==> src/rtl/seg_scan4.sv <==
// seg_scan4: four-digit multiplexed seven-segment display driver.
// Scans four BCD digits onto a shared segment bus with one-hot digit
// enables. A blanking gap separates digits to prevent ghosting. The
// displayed value is latched only at frame start, so a frame never shows
// a mix of old and new digits. Leading zeros can optionally be blanked.
//
// Output timing: every output is a register loaded from the current scan
// state. Outputs therefore trail the internal state by one clock. As a
// result, the first lit digit after reset appears GAP_CYC edges after the
// first edge with rst low.
module seg_scan4 #(
  parameter int DWELL_CYC = 24000,
  parameter int GAP_CYC   = 240
) (
  input  logic        clk,
  input  logic        rst,
  input  logic [15:0] bcd_in,
  input  logic        load,
  input  logic        blank_lz,
  output logic [6:0]  a_g,
  output logic [3:0]  dig_sel,
  output logic        frame_done
);

  // Phase counter must hold the larger of the two terminal counts.
  localparam int MAX_CYC = (DWELL_CYC > GAP_CYC) ? DWELL_CYC : GAP_CYC;
  localparam int CNT_W   = $clog2(MAX_CYC + 1);

  localparam logic [CNT_W-1:0] GAP_LAST   = CNT_W'(GAP_CYC - 1);
  localparam logic [CNT_W-1:0] DWELL_LAST = CNT_W'(DWELL_CYC - 1);

  typedef enum logic {
    ST_GAP = 1'b0,
    ST_ON  = 1'b1
  } state_t;

  // Segment pattern for one BCD code, abcdefg with a in bit 6.
  // Codes 10..15 are not valid BCD and show a dash instead.
  function automatic logic [6:0] seg_decode(input logic [3:0] code);
    logic [6:0] seg;
    case (code)
      4'd0:    seg = 7'h7E;
      4'd1:    seg = 7'h30;
      4'd2:    seg = 7'h6D;
      4'd3:    seg = 7'h79;
      4'd4:    seg = 7'h33;
      4'd5:    seg = 7'h5B;
      4'd6:    seg = 7'h5F;
      4'd7:    seg = 7'h70;
      4'd8:    seg = 7'h7F;
      4'd9:    seg = 7'h7B;
      default: seg = 7'h01;
    endcase
    return seg;
  endfunction

  // Scan state
  state_t           state, state_nxt;
  logic [CNT_W-1:0] cnt, cnt_nxt;
  logic [1:0]       idx, idx_nxt;
  logic             capture;     // frame start: GAP->ON with idx 0
  logic             last_on;     // final cycle of digit 3 lit phase

  // Value storage
  logic [15:0]      shadow;
  logic [15:0]      disp;
  logic             lz_en;

  // Per-digit view of the frame copy
  logic [3:0]       cur_code;
  logic [3:0]       dig_zero;
  logic             cur_blank;

  // Pipeline stage for the frame-done pulse
  logic             fd_pend;

  // Scan state register.
  // NOTE: sequential state uses non-blocking assignments. Every register
  // then updates from values sampled before the edge, whatever the
  // block order.
  always_ff @(posedge clk) begin
    if (rst) begin
      state <= ST_GAP;
      cnt   <= '0;
      idx   <= 2'd0;
    end else begin
      state <= state_nxt;
      cnt   <= cnt_nxt;
      idx   <= idx_nxt;
    end
  end

  // Next-state logic. GAP and ON phases alternate; idx advances after
  // each lit phase.
  // NOTE: every output of this block gets a default first. This way no
  // path through the case leaves a variable unassigned, which would
  // otherwise infer a latch.
  always_comb begin
    state_nxt = state;
    cnt_nxt   = cnt + 1'b1;
    idx_nxt   = idx;
    capture   = 1'b0;
    last_on   = 1'b0;
    case (state)
      ST_GAP: begin
        if (cnt == GAP_LAST) begin
          state_nxt = ST_ON;
          cnt_nxt   = '0;
          capture   = (idx == 2'd0);
        end
      end
      ST_ON: begin
        if (cnt == DWELL_LAST) begin
          state_nxt = ST_GAP;
          cnt_nxt   = '0;
          idx_nxt   = idx + 2'd1;
          last_on   = (idx == 2'd3);
        end
      end
      default: begin
        state_nxt = ST_GAP;
        cnt_nxt   = '0;
        idx_nxt   = 2'd0;
      end
    endcase
  end

  // Shadow holds the most recent load until the next frame start.
  always_ff @(posedge clk) begin
    if (rst) begin
      shadow <= 16'h0000;
    end else if (load) begin
      shadow <= bcd_in;
    end
  end

  // Frame copy. A load on the capture edge bypasses the shadow so the
  // new value is shown in this frame rather than one frame later.
  always_ff @(posedge clk) begin
    if (rst) begin
      disp  <= 16'h0000;
      lz_en <= 1'b0;
    end else if (capture) begin
      disp  <= load ? bcd_in : shadow;
      lz_en <= blank_lz;
    end
  end

  // Select the current digit and decide whether it is a leading zero.
  // A digit is blanked only if it and every digit to its left are zero.
  // Digit 0 is always shown so a zero value still displays "0".
  always_comb begin
    cur_code  = disp[{idx, 2'b00} +: 4];
    dig_zero  = 4'b0000;
    for (int k = 0; k < 4; k++) begin
      dig_zero[k] = (disp[4*k +: 4] == 4'd0);
    end
    cur_blank = 1'b0;
    case (idx)
      2'd1:    cur_blank = dig_zero[3] & dig_zero[2] & dig_zero[1];
      2'd2:    cur_blank = dig_zero[3] & dig_zero[2];
      2'd3:    cur_blank = dig_zero[3];
      default: cur_blank = 1'b0;
    endcase
    cur_blank = cur_blank & lz_en;
  end

  // Registered outputs. Each is driven from the current scan state, so
  // there is no combinational path from any input to a pin.
  always_ff @(posedge clk) begin
    if (rst) begin
      a_g        <= 7'h00;
      dig_sel    <= 4'b0000;
      fd_pend    <= 1'b0;
      frame_done <= 1'b0;
    end else begin
      if (state == ST_ON) begin
        dig_sel <= 4'b0001 << idx;
        a_g     <= cur_blank ? 7'h00 : seg_decode(cur_code);
      end else begin
        dig_sel <= 4'b0000;
        a_g     <= 7'h00;
      end
      fd_pend    <= last_on;
      frame_done <= fd_pend;
    end
  end

endmodule

==> config.mk <==
export PLATFORM = sky130hd
export DESIGN_NAME = seg_scan4
export DESIGN_NICKNAME = d
export VERILOG_FILES = /design/src/rtl/seg_scan4.sv
export SDC_FILE = /design/constraint.sdc
export NUM_CORES = 1
export LEC_CHECK = 0
export CAP_MARGIN = 0
export CORE_MARGIN = 1
export CORE_UTILIZATION = 55
export DETAILED_ROUTE_END_ITERATION = 16
export GPL_ROUTABILITY_DRIVEN = 0
export PLACE_DENSITY = 0.87
export SKIP_LAST_GASP = 1
export SYNTH_ARGS = -nofsm -noshare
export SYNTH_HDL_FRONTEND = slang
export SYNTH_SLANG_ARGS = --single-unit
==> constraint.sdc <==
create_clock -name clk -period 5.7 [get_ports clk]
set_clock_uncertainty 0.1 [all_clocks]
set_input_delay 1.14 -clock clk [delete_from_list [all_inputs] [get_ports clk]]
set_output_delay 1.14 -clock clk [all_outputs]
set_load 0.005 [all_outputs]
==> flow_metrics.env <==
export IMPL_status="finished clean"
export IMPL_core_sq_um=5110
export IMPL_synth_area_leader_cell="dfxtp_1"
export IMPL_die_area_sq_um=5580
export IMPL_cp_num_buf_inv=1
export IMPL_first_global_vias=1990
export IMPL_synth_cell_types=43
export IMPL_cts_hold_buf=0
export IMPL_boundaryPins=32
export IMPL_synth_nets=337
export IMPL_vdd_ir_drop_max_mv=0.186
export IMPL_final_common_cell="dfxtp_1"
export IMPL_diodes=0
export IMPL_antenna_found_initial=0
export IMPL_path_max_fanout=16
export IMPL_clkTransAtPathRegs_ns=0.07
export IMPL_post_cts_buffers=0
export IMPL_worstHoldEndpoint="frame_done$_SDFF_PP0_"
export IMPL_p_leak_nw=1.25
export IMPL_cts_buffers_inserted=9
export IMPL_min_from="fd_pend$_SDFF_PP0_"
export IMPL_setup_viol=0
export IMPL_synth_top_area_share_pct=44.1
export IMPL_die_w_um=74.7
export IMPL_final_cell_mix="dfxtp_1, nor2_1, a21oi_1"
export IMPL_clockBufferDepth=2
export IMPL_portBuffers=31
export IMPL_critPathMaxStageDelay_ns=1.07
export IMPL_antenna_left=0
export IMPL_h_tree_depth=3
export IMPL_vias_per_cell=5.57
export IMPL_insertion_delay_ns=0.34
export IMPL_initial_core_util_pct=56.9
export IMPL_reg2reg_to="a_g[3]$_SDFF_PP0_"
export IMPL_rows=26
export IMPL_path_class="in2reg"
export IMPL_rrSetupSlack_ns=3.36
export IMPL_path_delay_family="buffers and inverters"
export IMPL_slowest_stage="clkdlybuf4s50_1"
export IMPL_grt_pass1_wl_mm=8.98
export IMPL_drt_first_pass_iters=5
export IMPL_period_minus_slack_ns=2.67
export IMPL_r2r_cells=6
export IMPL_cts_resized=0
export IMPL_synth_area_leaders="dfxtp_1, mux2i_1, a21oi_1, ha_1, nor2_1"
export IMPL_period_share_pct=46.9
export IMPL_syn_to_final_growth_pct=17.6
export IMPL_crit_chain="clkdlybuf4s50_1, mux2i_1, nand3b_1, a21oi_1"
export IMPL_worst_endpoint_arrival_ns=2.79
export IMPL_slew_viol_final=0
export IMPL_hold_depth=1
export IMPL_whs_ns=0.344
export IMPL_cp_start_kind="primary input"
export IMPL_yosysSeqAreaShare_pct=44.1
export IMPL_wirelength_mm=5.31
export IMPL_die_h_um=74.7
export IMPL_cap_violations=0
export IMPL_root_buffer="clkbuf_8"
export IMPL_maxSlewHeadroom_pct=37.9
export IMPL_synth_edf_count=0
export IMPL_drive_gt1_share_pct=8.36
export IMPL_overflow=0
export IMPL_wl_per_cell_um=13.1
export IMPL_syn_avg_cell_area_sq_um=9.50
export IMPL_layout_nets=361
export IMPL_critPathRequiredTime_ns=5.82
export IMPL_cts_tree="yes"
export IMPL_tightest_slew_ns=0.929
export IMPL_synthCells=306
export IMPL_synth_seq_cells=64
export IMPL_syn_area_sq_um=2910
export IMPL_async_flop_share_pct=0
export IMPL_r2r_start="idx[0]$_SDFFE_PP0P_"
export IMPL_via_count=2257
export IMPL_hpwl_mm=3.58
export IMPL_synth_main_ff_cell="dfxtp_1"
export IMPL_drt_iter0_drc=222
export IMPL_drcViolationCount=0
export IMPL_grt_max_degree=41
export IMPL_hp_class="reg2reg"
export IMPL_p_per_area_nw_per_um2=263
export IMPL_end_kind="flip-flop"
export IMPL_rsz0062_at_grt="no"
export IMPL_yosysWarnings=0
export IMPL_setup_tns_ns=0
export IMPL_hold_violations=0
export IMPL_grt_use_total_pct=21.7
export IMPL_cts_num_sinks=64
export IMPL_max_clock_freq_ghz=0.374
## area by class of cell
cell class | instances | area, sq um
fill | 414 | 1690
clock buffer | 11 | 151
sequential | 64 | 1280
tap | 70 | 87.6
clock inverter | 5 | 55.1
timing repair buffer | 32 | 318
inverter | 10 | 37.5
multi-input combinational | 213 | 1490
## worst max path at each step
stage / startpoint / slack, ns / cells past startpoint / end
3_3_place_gp: load / 2.73 / 4 / disp[4]$_SDFFE_PP0P_
3_5_place_dp: load / 2.65 / 4 / disp[7]$_SDFFE_PP0P_
5_1_grt: load / 2.93 / 4 / disp[7]$_SDFFE_PP0P_
6_report: load / 3.03 / 4 / disp[7]$_SDFFE_PP0P_
2_1_floorplan: load / 3.47 / 5 / disp[6]$_SDFFE_PP0P_
4_1_cts: load / 3.02 / 4 / disp[7]$_SDFFE_PP0P_
## logic make-up after synthesis
family / after synthesis / share of synthesized area [%]
XOR/XNOR: 13 / 3.92
AND/OR/NAND/NOR: 107 / 21.4
AO/OA/AOI/OAI: 60 / 11.5
flip-flops: 64 / 44.1
adder cells (fa/ha/maj): 11 / 4.74
multiplexers: 22 / 9.60
buffers and inverters: 29 / 4.78
## state kept, by name, indices dropped and copies added, names as in the netlist
| register | count |
|---|---|
| dig_sel | 4 |
| disp | 16 |
| a_g | 7 |
| idx | 2 |
| lz_en | 1 |
| frame_done | 1 |
| cnt | 15 |
| state | 1 |
| shadow | 16 |
| fd_pend | 1 |
## routing by layer
layer / part of all wire (%) / GRT usage [%]
met1: 48 / 28.5
met2: 45 / 32.0
met3: 4.3 / 6.96
met4: 2.4 / 11.3
met5: 0 / 0
## Yosys cell counts (5+ instances only)
| master | n |
|---|---|
| a21oi_1 | 32 |
| and4_1 | 5 |
| buf_2 | 6 |
| clkbuf_1 | 9 |
| dfxtp_1 | 64 |
| ha_1 | 11 |
| inv_1 | 9 |
| mux2i_1 | 17 |
| nand2_1 | 5 |
| nand3_1 | 8 |
| nand3b_1 | 16 |
| nand4_1 | 9 |
| nor2_1 | 36 |
| nor3_1 | 6 |
| o21ai_0 | 11 |
| o21ai_1 | 11 |
| xor2_1 | 9 |
## power breakdown
part / switching [W] / leakage [nW] / internal, W
registers: 0.00000353 / 0.519 / 0.000455
logic: 0.0000170 / 0.627 / 0.0000232
clock network: 0.000175 / 0.101 / 0.000224
## stage by stage
step | area, sq um | cells | utilization [%] | total power, W | setup slack, ns
finish | 3420 | 405 | 66.9 | 0.000898 | 3.03
global route | 3420 | 405 | 66.9 | 0.000925 | 2.93
CTS | 3420 | 405 | 66.9 | 0.000906 | 3.02
detailed placement | 3210 | 389 | 62.9 | 0.000510 | 2.65
global placement | 3210 | 389 | 62.9 | 0.000508 | 2.73
floorplan | 2910 | 306 | - | 0.000492 | 3.47
No activity file was read; power rests on OpenSTA's default activity.
